[src/rtl/audio_channel.sv]
// Audio DMA channel: descriptor-driven word fetch into a sample FIFO, popped by a playback strobe.
// Build option AUDIO_CHANNEL_UNDERRUN_HOLD_EN: underrun holds the last sample instead of outputting silence.
module audio_channel #(
  parameter int unsigned FIFO_DEPTH = 16
) (
  input  logic        i_clock,
  input  logic        i_reset,
  input  logic        i_dma_setup_request,
  input  logic        i_dma_setup_append_or_replace,
  input  logic [23:0] i_dma_setup_count,
  input  logic [31:0] i_dma_setup_address,
  output logic        o_dma_request,
  output logic [31:0] o_dma_address,
  input  logic        i_dma_ready,
  input  logic [31:0] i_dma_rdata,
  output logic        o_busy,
  input  logic        i_output_sample_clock,
  output logic [15:0] o_output_sample_left,
  output logic [15:0] o_output_sample_right
);

  localparam int unsigned AW = $clog2(FIFO_DEPTH);

  logic [31:0]   mem [FIFO_DEPTH];
  logic [31:0]   head;
  logic [AW-1:0] wr_ptr, rd_ptr;
  logic [AW:0]   fifo_count;

  logic [31:0] act_addr, pend_addr, nxt_addr, nxt_pend_addr;
  logic [23:0] act_count, pend_count, nxt_count, nxt_pend_count;
  logic        pend_valid, nxt_pend_valid;
  logic        dma_req, nxt_req;
  logic        push, pop, flush, replace, append;

  assign replace       = i_dma_setup_request && !i_dma_setup_append_or_replace;
  assign append        = i_dma_setup_request && i_dma_setup_append_or_replace &&
                         (i_dma_setup_count != '0);
  assign pop           = i_output_sample_clock && (fifo_count != '0);
  assign head          = mem[rd_ptr];
  assign o_dma_request = dma_req;
  assign o_dma_address = act_addr;

  always_comb begin
    nxt_addr       = act_addr;
    nxt_count      = act_count;
    nxt_pend_addr  = pend_addr;
    nxt_pend_count = pend_count;
    nxt_pend_valid = pend_valid;
    nxt_req        = dma_req;
    push           = 1'b0;
    flush          = 1'b0;
    if (replace) begin
      nxt_addr       = i_dma_setup_address;
      nxt_count      = i_dma_setup_count;
      nxt_pend_valid = 1'b0;
      nxt_req        = 1'b0;
      flush          = 1'b1;
    end else begin
      if (dma_req) begin
        if (i_dma_ready) begin
          push      = 1'b1;
          nxt_addr  = act_addr + 32'd4;
          nxt_count = act_count - 24'd1;
          nxt_req   = 1'b0;
        end
      end else begin
        nxt_req = (act_count != '0) && (fifo_count < (AW+1)'(FIFO_DEPTH));
      end
      // Appends always land in the pending slot; an idle (or just-drained)
      // channel promotes it straight away, which also covers append-while-idle.
      if (append) begin
        nxt_pend_addr  = i_dma_setup_address;
        nxt_pend_count = i_dma_setup_count;
        nxt_pend_valid = 1'b1;
      end
      if (nxt_count == '0 && nxt_pend_valid) begin
        nxt_addr       = nxt_pend_addr;
        nxt_count      = nxt_pend_count;
        nxt_pend_valid = 1'b0;
      end
    end
  end

  always_ff @(posedge i_clock or posedge i_reset) begin
    if (i_reset) begin
      act_addr   <= '0;
      act_count  <= '0;
      pend_addr  <= '0;
      pend_count <= '0;
      pend_valid <= 1'b0;
      dma_req    <= 1'b0;
      o_busy     <= 1'b0;
    end else begin
      act_addr   <= nxt_addr;
      act_count  <= nxt_count;
      pend_addr  <= nxt_pend_addr;
      pend_count <= nxt_pend_count;
      pend_valid <= nxt_pend_valid;
      dma_req    <= nxt_req;
      o_busy     <= (nxt_count != '0) || nxt_pend_valid;
    end
  end

  always_ff @(posedge i_clock) begin
    if (push) mem[wr_ptr] <= i_dma_rdata;
  end

  always_ff @(posedge i_clock or posedge i_reset) begin
    if (i_reset) begin
      wr_ptr     <= '0;
      rd_ptr     <= '0;
      fifo_count <= '0;
    end else if (flush) begin
      wr_ptr     <= '0;
      rd_ptr     <= '0;
      fifo_count <= '0;
    end else begin
      if (push) wr_ptr <= wr_ptr + AW'(1);
      if (pop)  rd_ptr <= rd_ptr + AW'(1);
      case ({push, pop})
        2'b10:   fifo_count <= fifo_count + (AW+1)'(1);
        2'b01:   fifo_count <= fifo_count - (AW+1)'(1);
        default: fifo_count <= fifo_count;
      endcase
    end
  end

  always_ff @(posedge i_clock or posedge i_reset) begin
    if (i_reset) begin
      o_output_sample_left  <= '0;
      o_output_sample_right <= '0;
    end else if (pop) begin
      o_output_sample_left  <= head[15:0];
      o_output_sample_right <= head[31:16];
    end else if (i_output_sample_clock) begin
`ifdef AUDIO_CHANNEL_UNDERRUN_HOLD_EN
      o_output_sample_left  <= o_output_sample_left;
      o_output_sample_right <= o_output_sample_right;
`else
      o_output_sample_left  <= '0;
      o_output_sample_right <= '0;
`endif
    end
  end

endmodule

[config.mk]
export PLATFORM = sky130hd
export DESIGN_NAME = audio_channel
export DESIGN_NICKNAME = d
export VERILOG_FILES = /design/src/rtl/audio_channel.sv
export SDC_FILE = /design/constraint.sdc
export NUM_CORES = 1
export LEC_CHECK = 0
export BUFFER_PORTS_ARGS = -buffer_cell sky130_fd_sc_hd__buf_2
export CAP_MARGIN = 10
export CORE_AREA = 8 8 313 315
export CTS_CLUSTER_SIZE = 14
export DETAILED_ROUTE_END_ITERATION = 10
export DIE_AREA = 0 0 321 323
export PLACE_DENSITY = 0.57
export SLEW_MARGIN = 25
export SYNTH_ARGS = -nofsm -noshare
export SYNTH_HDL_FRONTEND = slang
export SYNTH_SLANG_ARGS = --single-unit
[constraint.sdc]
create_clock -name i_clock -period 7.5 [get_ports i_clock]
set_input_delay 0.375 -clock i_clock [delete_from_list [all_inputs] [get_ports i_clock]]
set_output_delay 0.375 -clock i_clock [all_outputs]
set_load 0.01 [all_outputs]
==> results of run 1 <==
-- how the worst min path moves through the flow --
stage                                      from        endpoint  slack, ns  depth (start not counted)
final                     i_dma_setup_count[22]  pend_count[22]       0.05                          2
after global routing      i_dma_setup_count[17]  pend_count[17]       0.02                          2
after CTS                  i_dma_setup_count[7]   pend_count[7]     0.0004                          2
after detailed placement          pend_count[5]   pend_count[5]       0.47                          1
after global placement            pend_count[5]   pend_count[5]       0.47                          1
after floorplan                   pend_count[2]   pend_count[2]       0.44                          2
-- per-stage QoR --
| step | worst slack, ns | cells | power (mW) | cell area (µm²) | utilization |
|---|---|---|---|---|---|
| detailed placement | 3.20 | 2965 | 7.25 | 30000 | 0.324 |
| floorplan | 2.81 | 1604 | 6.41 | 27700 | - |
| global placement | 3.27 | 2965 | 7.21 | 30000 | 0.324 |
| finish | 3.16 | 3153 | 10.9 | 33100 | 0.357 |
| CTS | 3.17 | 3149 | 11.1 | 33000 | 0.356 |
| global route | 2.86 | 3150 | 11.5 | 33100 | 0.356 |
-- power by group --
| part | internal, mW | switching, mW |
|---|---|---|
| clock network | 2.23 | 1.54 |
| registers | 4.34 | 0.328 |
| logic | 1.23 | 1.26 |
| total | 7.79 | 3.12 |
-- area by class of cell --
type / count / area [µm²]
multi-input cells: 767 / 7740
fillers: 8735 / 59700
flip-flops and latches: 672 / 19400
well taps: 1254 / 1570
inverters: 83 / 319
clock inverters: 37 / 443
repair buffers: 231 / 1480
clock buffers: 106 / 2140
diodes: 3 / 7.51
-- cells in the mapped netlist (17+ instances only) --
master    number  area (µm²)
a21oi_1       31         155
clkbuf_1      56         210
dfrtp_1      160        4000
edfxtp_1     512       15400
inv_1         83         312
mux2_2        52         586
mux4_2       160        3600
nand2_1       68         255
nand3_1       24         120
nor2_1        90         338
o211ai_1      17         128
o21ai_0       31         155
o22ai_1       54         338
xnor2_1       30         263
xor2_1        27         236
-- per-layer routing --
metal  wire length, µm  vias up  global-route usage
li1                  -     6744                   -
met1             29500     8081               0.171
met2             35200      430               0.233
met3              4230      111              0.0316
met4              1610        6              0.0349
met5                37        -                   0
-- flip-flops by register name (all words and copies together), names as in the netlist, 5 cells and up --
| signal | flops |
|---|---|
| act_count | 24 |
| fifo_count | 5 |
| mem | 512 |
| o_dma_address | 32 |
| o_output_sample_left | 16 |
| o_output_sample_right | 16 |
| pend_addr | 32 |
| pend_count | 24 |
-- cell families (layout without fill, tap and decap cells) --
logic type	Yosys count	in the layout	share of synthesized area
DFF	672	672	0.700
and+or+nand+nor	289	289	0.0542
muxes	219	219	0.154
AOI/OAI and AO/OA	191	191	0.0450
buffers and inverters	165	457	0.0232
xor gates and xnor gates	57	57	0.0180
adders and majority gates	11	11	0.00525
other	0	3	0
==> flow_summary.json, run 1 <==
{
  "numCtsBuffers": 77,
  "postCtsSetupBuffers": 0,
  "crit_family": "simple AND/OR/NAND/NOR gates",
  "crit_arrival_ns": 4.80,
  "rows": 112,
  "die_h_um": 323,
  "die-area_um2": 104000,
  "layout-drive-gt1-share": 0.295,
  "crit_chain": "nor4_4 > nand3_2 > or4_1 > and4b_1 > nand4_1 > o21a_1 > nor2_1 > or4_1 > nor4_1 > nand4_1",
  "nNetsFinal": 1937,
  "io_pins": 160,
  "grt_usage": 0.135,
  "die_w_um": 321,
  "required_ns": 7.96,
  "gr-total-overflow": 0,
  "endpoint": "o_busy",
  "worst-path-buf-inv": 0,
  "syn2layout_area_growth_pct": 19.6,
  "fmax_ghz": 0.231,
  "cpPeakStageDelay_ns": 0.77,
  "clk_pin_slew_ns": 0.06,
  "finalCritPeriodShare": 0.578,
  "ys.warnings.count": 0,
  "cts_tree": "done",
  "setup_viol": 0,
  "crit_path_end_kind": "register",
  "clk-insertion-delay-late_ns": 0.64,
  "ir_drop_v": 0.000251,
  "tns_ns": 0,
  "hp-class": "primary input to register",
  "p_leak_nw": 11.4,
  "viasPerCell": 4.88,
  "p_per_area_nw_per_um2": 330,
  "critPathSlowestCell": "o21a_1",
  "cp-start-kind": "register",
  "syn_avg_cell_area_um2": 17.2,
  "antenna_found_initial": 11,
  "yosysSeqAreaShare": 0.700,
  "max_slew.worst_pin.slew_ns": 0.911,
  "cts_resized": 0,
  "hold_viol": 0,
  "path_class": "register to register",
  "routed_wl_um": 70600,
  "regToRegEndpoint": "o_busy",
  "h-tree-depth": 3,
  "rr_worst_depth": 10,
  "wl_per_cell_um": 22.4,
  "worstPathMaxFanout": 24,
  "synth-main-ff-cell": "edfxtp_1",
  "mostFrequentLayoutCells": "edfxtp_1 (512), mux4_2 (160), buf_2 (159), dfrtp_1 (156), nor2_1 (85)",
  "drcViolationCount": 0,
  "synth_nets": 1709,
  "period_needed_ns": 4.34,
  "root_buffer": "clkbuf_16",
  "r2r_start": "act_count[2]",
  "hold_ws_ns": 0.0453,
  "ctsHoldBuffers": 41,
  "rrSetupSlack_ns": 3.16,
  "synth_cells": 1604,
  "vias": 15400,
  "grt_max_degree": 104,
  "syn_area_um2": 27700,
  "cts_sinks": 672,
  "place.gp.congestion": 0.840,
  "first_pass_iters": 5,
  "io_buffers": 159,
  "path_depth": 10,
  "final_antenna_net_count": 0,
  "synth_edf_count": 512,
  "outcome": "finished clean",
  "synthArstFlopShare": 0.238,
  "slew_headroom": 0.393,
  "initial_core_util": 0.298,
  "clock_skew_ns": 0.0516,
  "synth_cell_types": 68,
  "cp-startpoint": "act_count[2]",
  "layout_commonest_cell": "edfxtp_1",
  "synth-seq-cells": 672,
  "grt_pass1_wl_um": 106000,
  "slew_violations": 0,
  "cap_violations": 0,
  "rsz0062_at_grt": "no",
  "drt_iter0_markers": 1251,
  "hpwl_um": 39400,
  "clk_path_buf_depth": 3,
  "grt_pass1_vias": 16300,
  "core-area_um2": 92800
}
Power figures use the tool's default switching activity.
==> run 2: changes to the inputs <==
Clock period 7.5 ns to 4 ns, I/O delays scaled along.
==> flow_summary.json, run 2 (synthesis gave the netlist of run 1 again) <==
{
  "mostFrequentLayoutCells": "edfxtp_1 (512), mux4_2 (160), buf_2 (159), dfrtp_1 (156), dlygate4sd3_1 (90)",
  "slew_violations": 0,
  "clk-insertion-delay-late_ns": 0.64,
  "first_pass_iters": 5,
  "place.gp.congestion": 0.832,
  "hp-class": "primary input to asynchronous set/reset pin",
  "final_area_um2": 33900,
  "nNetsFinal": 2006,
  "gr-total-overflow": 0,
  "period_needed_ns": 3.71,
  "layoutNonFillerInstCount": 3215,
  "grt_usage": 0.137,
  "finalCritPeriodShare": 0.927,
  "antenna_found_initial": 3,
  "drcViolationCount": 0,
  "cts_tree": "done",
  "initial_core_util": 0.298,
  "die-area_um2": 104000,
  "drt_iter0_markers": 1166,
  "layout-drive-gt1-share": 0.299,
  "tns_ns": 0,
  "core-area_um2": 92800,
  "max_slew.worst_pin.slew_ns": 1.01,
  "grt_pass1_vias": 16500,
  "fmax_ghz": 0.270,
  "top_usage_layer": "met2",
  "io_pins": 160,
  "clk_path_buf_depth": 3,
  "cap_violations": 0,
  "io_buffers": 159,
  "clk_pin_slew_ns": 0.05,
  "cp-start-kind": "register",
  "syn2layout_area_growth_pct": 22.4,
  "diodes": 0,
  "globalRouteMet2Util": 0.232,
  "vias": 15500,
  "outcome": "finished clean",
  "die_h_um": 323,
  "p_leak_nw": 11.7,
  "fill_cells": 8706,
  "rr_worst_depth": 11,
  "met1_usage": 0.180,
  "p_per_area_nw_per_um2": 614,
  "root_buffer": "clkbuf_16",
  "setup_viol": 0,
  "largest_register": "mem",
  "clock_skew_ns": 0.0252,
  "placed_area_um2": 30400,
  "crit_path_end_kind": "register",
  "worstPathMaxFanout": 16,
  "rows": 112,
  "routed_wl_um": 71300,
  "grt_pass1_wl_um": 108000,
  "hpwl_um": 43400,
  "layout_commonest_cell": "edfxtp_1",
  "crit_arrival_ns": 4.18,
  "numCtsBuffers": 74,
  "ir_drop_v": 0.000337,
  "slew_headroom": 0.325,
  "postCtsSetupBuffers": 0,
  "final_antenna_net_count": 0,
  "path_class": "register to register",
  "die_w_um": 321,
  "largest_register_ffs": 512,
  "wl_per_cell_um": 22.2,
  "rsz0062_at_grt": "no",
  "dpl.cell_count": 2989,
  "h-tree-depth": 3,
  "viasPerCell": 4.83,
  "r2r_start": "act_count[2]",
  "regToRegEndpoint": "o_busy",
  "grt_max_degree": 150,
  "gr-usage-met3": 0.0274,
  "cts_sinks": 672,
  "hold_viol": 0,
  "required_ns": 4.47,
  "rrSetupSlack_ns": 0.29
}
-- run 2: cell types whose count changed in the layout (fill, tap and decap cells not counted), sizes merged, moves of 5 or more --
cell and delta:
clkinvlp +5, clkbuf -17, bufinv +7, dlygate4sd3 +49
buf +23
-- run 2: how the worst max path moves through the flow --
stage	start	endpoint
final	act_count[2]	o_busy
after global routing	act_count[2]	o_busy
after CTS	act_count[2]	o_busy
after detailed placement	act_count[2]	o_busy
after global placement	act_count[2]	o_busy
after floorplan	o_dma_request	mem[4][0]
-- run 2: cell type report --
cell class                      count  area, µm²  share of cell area
Timing Repair Buffer              303       2250              0.0665
Clock inverter                     47        662              0.0195
Multi-Input combinational cell    767       7740               0.229
Tap cell                         1254       1570              0.0463
Inverter                           83        315             0.00931
Clock buffer                       89       1940              0.0572
Sequential cell                   672      19400               0.572
-- run 2: metal layers --
| layer | up-vias | part of all wire |
|---|---|---|
| met2 | 415 | 0.50 |
| met5 | - | 0.00036 |
| met1 | 8134 | 0.43 |
| met4 | 4 | 0.020 |
| met3 | 93 | 0.050 |
| li1 | 6894 | - |
-- run 2: critical path: stages (launching register included) --
cell and delay [ns]:
dfrtp_1 0.46, nor4_4 0.39, buf_4 0.20, nand3_1 0.11
o31a_1 0.29, nor4_2 0.34, and4_2 0.44, nand3_2 0.34
o22ai_1 0.33, o22ai_1 0.13, nor4_1 0.39, nand4_1 0.13
-- run 2: power breakdown --
group	leakage [nW]	switching [mW]	internal [mW]
combinational	3.95	2.32	2.39
sequential	6.50	0.719	8.13
clock	1.26	2.89	4.35
-- run 2: repair_timing --
item / CTS / global route
gates resized for setup: 0 / 3
setup endpoints to repair: 0 / 2
hold buffers: 90 / 0
endpoints found under the hold margin: 632 / 0
-- run 2: metrics by stage --
| step | worst slack, ns | total power, mW | utilization | hold slack, ns |
|---|---|---|---|---|
| 3_3_place_gp | 0.308 | 13.6 | 0.327 | 0.217 |
| 6_report | 0.290 | 20.8 | 0.365 | 0.110 |
| 4_1_cts | 0.252 | 21.1 | 0.365 | 0.0938 |
| 5_1_grt | 0.108 | 21.8 | 0.365 | 0.142 |
| 2_1_floorplan | 0.198 | 12.0 | - | 0.299 |
| 3_5_place_dp | 0.274 | 13.7 | 0.327 | 0.217 |
